## src/rtl/fifo_pkg.sv

```systemverilog
// fifo_pkg
//   Shared definitions for the word packer: the default byte width and
//   bytes-per-word, and the packer FSM state type.
//   No ports (package).
package fifo_pkg;

  localparam int DEF_DATA_W = 8;
  localparam int DEF_NBYTES = 4;

  // FILL: collecting bytes from the upstream FIFO.
  // HOLD: presenting a completed (or flushed) word downstream.
  typedef enum logic {
    FILL = 1'b0,
    HOLD = 1'b1
  } pack_state_t;

endpackage

```

## src/rtl/fifo_word_packer.sv

```systemverilog
// fifo_word_packer
//   Reads bytes from an upstream sync_fifo (registered read port) and packs
//   NBYTES of them little-endian into one output word. A single-cycle flush
//   emits a partially filled word with the unused lanes zero.
// Ports:
//   clk, reset_n   : rising-edge clock, synchronous active-low reset
//   fifo_empty     : upstream empty flag
//   fifo_dout      : upstream read data, valid the cycle after a read
//   fifo_rd_en     : upstream read enable
//   flush          : request to emit the bytes collected so far
//   out_ready      : downstream accept
//   out_valid      : out_data/out_bytes are valid
//   out_data       : packed word, first byte in bits [DATA_W-1:0]
//   out_bytes      : number of valid bytes in out_data (1..NBYTES)
//
// Output handshake: a word is transferred on every rising edge where
// out_valid && out_ready; while out_valid=1 and out_ready=0, out_data,
// out_bytes and out_valid stay unchanged. out_valid never depends on
// out_ready.
module fifo_word_packer
  import fifo_pkg::*;
#(
  parameter int DATA_W = DEF_DATA_W,
  parameter int NBYTES = DEF_NBYTES
) (
  input  logic                     clk,
  input  logic                     reset_n,
  input  logic                     fifo_empty,
  input  logic [DATA_W-1:0]        fifo_dout,
  output logic                     fifo_rd_en,
  input  logic                     flush,
  input  logic                     out_ready,
  output logic                     out_valid,
  output logic [DATA_W*NBYTES-1:0] out_data,
  output logic [$clog2(NBYTES):0]  out_bytes
);

  localparam int CW = $clog2(NBYTES) + 1;
  localparam logic [CW-1:0] FULL_CNT = CW'(NBYTES);
  localparam logic [CW-1:0] LAST_CNT = CW'(NBYTES - 1);

  pack_state_t                     r_state;
  pack_state_t                     w_next_state;
  logic [CW-1:0]                   r_byte_cnt;
  logic                            r_pending;
  logic                            r_flush_req;
  logic [NBYTES-1:0][DATA_W-1:0]   r_lanes;

  logic [CW-1:0] w_level;       // bytes captured plus the one in flight
  logic          w_completes;   // the in-flight byte fills the last lane
  logic          w_flush_take;
  logic          w_accept;
  logic          w_to_hold;

  assign w_level     = r_byte_cnt + CW'(r_pending);
  assign w_completes = (r_state == FILL) && r_pending && (r_byte_cnt == LAST_CNT);
  assign w_accept    = (r_state == HOLD) && out_ready;
  assign w_to_hold   = (r_state == FILL) && (w_next_state == HOLD);

  // A flush that coincides with the completing byte is dropped: the full
  // word goes out and nothing is left to flush.
  assign w_flush_take = flush && (r_state == FILL) && (w_level != '0) && !w_completes;

  // Gated with reset_n so the upstream FIFO is never popped while the
  // packer is being reset (the byte would be lost).
  assign fifo_rd_en = reset_n && (r_state == FILL) && !fifo_empty &&
                      (w_level < FULL_CNT) && !r_flush_req;

  assign out_valid = (r_state == HOLD);
  assign out_data  = r_lanes;
  assign out_bytes = (r_state == HOLD) ? r_byte_cnt : '0;

  always_comb begin
    w_next_state = r_state;
    case (r_state)
      FILL: begin
        // A pending byte is always captured before a flushed word closes.
        if (w_completes || (r_flush_req && !r_pending)) begin
          w_next_state = HOLD;
        end
      end
      HOLD: begin
        if (out_ready) begin
          w_next_state = FILL;
        end
      end
      default: w_next_state = FILL;
    endcase
  end

  always_ff @(posedge clk) begin
    if (!reset_n) begin
      r_state     <= FILL;
      r_byte_cnt  <= '0;
      r_pending   <= 1'b0;
      r_flush_req <= 1'b0;
      r_lanes     <= '0;
    end else begin
      r_state   <= w_next_state;
      r_pending <= fifo_rd_en;

      if (w_accept) begin
        r_byte_cnt <= '0;
        r_lanes    <= '0;
      end else if (r_pending) begin
        for (int i = 0; i < NBYTES; i++) begin
          if (r_byte_cnt == CW'(i)) begin
            r_lanes[i] <= fifo_dout;
          end
        end
        r_byte_cnt <= r_byte_cnt + 1'b1;
      end

      if (w_to_hold) begin
        r_flush_req <= 1'b0;
      end else if (w_flush_take) begin
        r_flush_req <= 1'b1;
      end
    end
  end

endmodule

```

## config.mk

```make
export PLATFORM = sky130hd
export DESIGN_NAME = fifo_word_packer
export DESIGN_NICKNAME = d
export VERILOG_FILES = /design/src/rtl/fifo_pkg.sv /design/src/rtl/fifo_word_packer.sv
export SDC_FILE = /design/constraint.sdc
export NUM_CORES = 1
export LEC_CHECK = 0
export BUFFER_PORTS_ARGS = -buffer_cell sky130_fd_sc_hd__buf_4
export CORE_MARGIN = 2
export CORE_UTILIZATION = 53
export CTS_CLUSTER_DIAMETER = 40
export CTS_CLUSTER_SIZE = 10
export DETAILED_ROUTE_END_ITERATION = 8
export MAX_ROUTING_LAYER = met4
export PLACE_DENSITY = 0.83
export SYNTH_ARGS = -nofsm -noshare
export SYNTH_HDL_FRONTEND = slang
export SYNTH_SLANG_ARGS = --single-unit
```

## constraint.sdc

```tcl
create_clock -name clk -period 2.1 [get_ports clk]
set_input_delay 0.315 -clock clk [delete_from_list [all_inputs] [get_ports clk]]
set_output_delay 0.315 -clock clk [all_outputs]
set_load 0.01 [all_outputs]
```

==> metrics.txt <==
outcome=completed; sequential area share after synthesis=0.496; Syn Area/Cell=9.78 sq um; antenna violations before repair=0; Clock Skews=12.6 ps; Peak VDD IR=0.000708 V; Worst slew margin=0.571; # IOs=50; CTS resizes=0; Post-CTS Hold Fix Bufs=0; synthesized area=1540 sq um; Sum Neg Setup Slack=0 ps; pin count of the biggest net entering global routing=37; Clk pwr share=0.291; Psw=375 uW; Req. time, crit path=1780 ps; Worst Path Arrival=1670 ps; GRT Total Usage=0.226; CP Max Fanout=6; unrepaired setup endpoints after global routing=false; crit path launch type=flop; Max Cap Violations=0; # nets final=225; Pwr Density=710 nW/um^2; fmax=0.505 GHz; first-pass GRT wire length=5.40 mm; placed cell areas=1880 sq um; Synthesis Warnings=0; synth cell count leaders=dfxtp_1 (38), nor2_1 (28), mux2i_1 (25); vias=1250; clock-pin transition on the worst setup and hold timing paths=110 ps; ratio of cells with drive above 1 in the final layout=0.291; CP Capture Type=output port; Final ANT Viol Nets=0; port buffer count=49; DRT Pass-1 Iters=4; LEAKAGE=1.01 nW; Root Buffer=clkbuf_4; internal power=1.01 mW; Cell variety after synth=23; Final Power=1.38 mW; H-Tree Depth=2; Via density=5.27; routed length per placed instance=14.1 um; CTS buffer count=5; Die Footprint=3340 sq um; vias in the first global route=1137; global route hottest layer=met2; CTS tree=built; Hold Path Class=in2reg; ys flop type=dfxtp_1; Switching Fraction=0.272; Final setup viols=0; Synth area leaders=dfxtp_1 (50%), mux2i_1 (16%), nor2_1 (6.8%), ha_1 (5.7%), a21oi_1 (3.6%); Layout area overhead=26.8%; Worst Tran Pin Value=641 ps; ant diodes=0; grt met2 use=0.325; Skew-Pair Late Insertion Delay=350 ps; async set-reset flop share out of synthesis=0; Die Ht=57.8 um; post-layout util=0.706; most common cell in the netlist=dfxtp_1; Die W=57.8 um; pins over their slew limit=0; initial core utilization=0.557; power share of the combinational group=0.146; Synth Instances=157; Synth top area share=0.496; TritonCTS Sinks=38; Final Hold Viols=0; HPWL Detailed=2.41 mm; syn_nets=177; GR Layer Usage met1=0.288; Iteration-0 DRC Markers=55; fin area=1950 sq um; grt met3 use=0.0625; drt total wl=3.35 mm; gr ovfl total=0; FF+latch count, synth=38; core area=2760 sq um; critical path type=reg2out; GPL Wtd Cong=0.793; FP Rows=19; EDFF count, synth=0; Flop pwr share=0.563; fin crit share=0.943; Tmin final=1980 ps; DRC=0; cell taking the most area after synthesis=dfxtp_1; CTS Buffer Depth=2; postcts setup bufs=0
[flip-flops by register name (all words and copies together) (netlist names)]
register / cells
out_data: 32
r_byte_cnt: 3
out_valid: 1
r_flush_req: 1
r_pending: 1
[metal layers]
metal,wire length [um],share of wire
met5,0,0
met4,55,0.016
met2,1570,0.47
met3,246,0.073
met1,1480,0.44
[area by class of cell]
type | count | area (sq um)
Inverter | 3 | 11.3
Tap cell | 31 | 38.8
Clock buffer | 6 | 51.3
Clock inverter | 2 | 12.5
Sequential cell | 38 | 761
Fill cell | 193 | 811
Multi-Input combinational cell | 107 | 697
Timing Repair Buffer | 50 | 375
[path summary, 6_finish.rpt]
check	from	to	slack (ps)	depth (start not counted)
max	r_byte_cnt[0]	fifo_rd_en	120	5
min reg2reg	out_data[31]	out_data[31]	480	2
max reg2reg	r_byte_cnt[0]	out_data[22]	410	5
min	fifo_empty	r_pending	210	4
[power by group through the flow]
stage	clock [mW]	combinational (mW)	sequential (mW)
floorplan	0	0.123	0.798
CTS	0.413	0.204	0.779
global placement	0	0.196	0.792
detailed placement	0	0.204	0.795
finish	0.402	0.201	0.778
global route	0.444	0.224	0.784
[cells in the final DEF (no fill, tap or decap), types with 2 or more instances in the layout]
cell      instances
inv_1             3
ha_1              7
a21oi_1          11
nand3_1           8
clkbuf_4          5
dfxtp_1          38
mux2i_1          25
nor2_1           28
nor3_1            2
buf_4            50
nand3b_1          4
nand2_1          11
and2_1            2
[logic make-up after synthesis]
kind of cell | Yosys count | synth area share
flip-flops | 38 | 0.496
buffers and inverters | 12 | 0.0505
XOR/XNOR | 2 | 0.0114
adder cells (fa/ha/maj) | 7 | 0.0570
AO/OA/AOI/OAI | 14 | 0.0497
multiplexers | 25 | 0.163
AND/OR/NAND/NOR | 59 | 0.173
[worst max-delay path, cell delays in order (launching register included)]
cell     delay, ps
dfxtp_1        390
ha_1           230
ha_1           180
xor2_1         170
nor3_1         190
buf_4          150
[stage by stage]
step | std cells | setup slack (ps) | hold WS, ps
after floorplan | 157 | 598 | 438
after global placement | 229 | 557 | 456
after detailed placement | 229 | 428 | 454
after CTS | 237 | 112 | 208
after global routing | 237 | 23.5 | 213
final | 237 | 119 | 213
No activity file was read; power rests on OpenSTA's default activity.
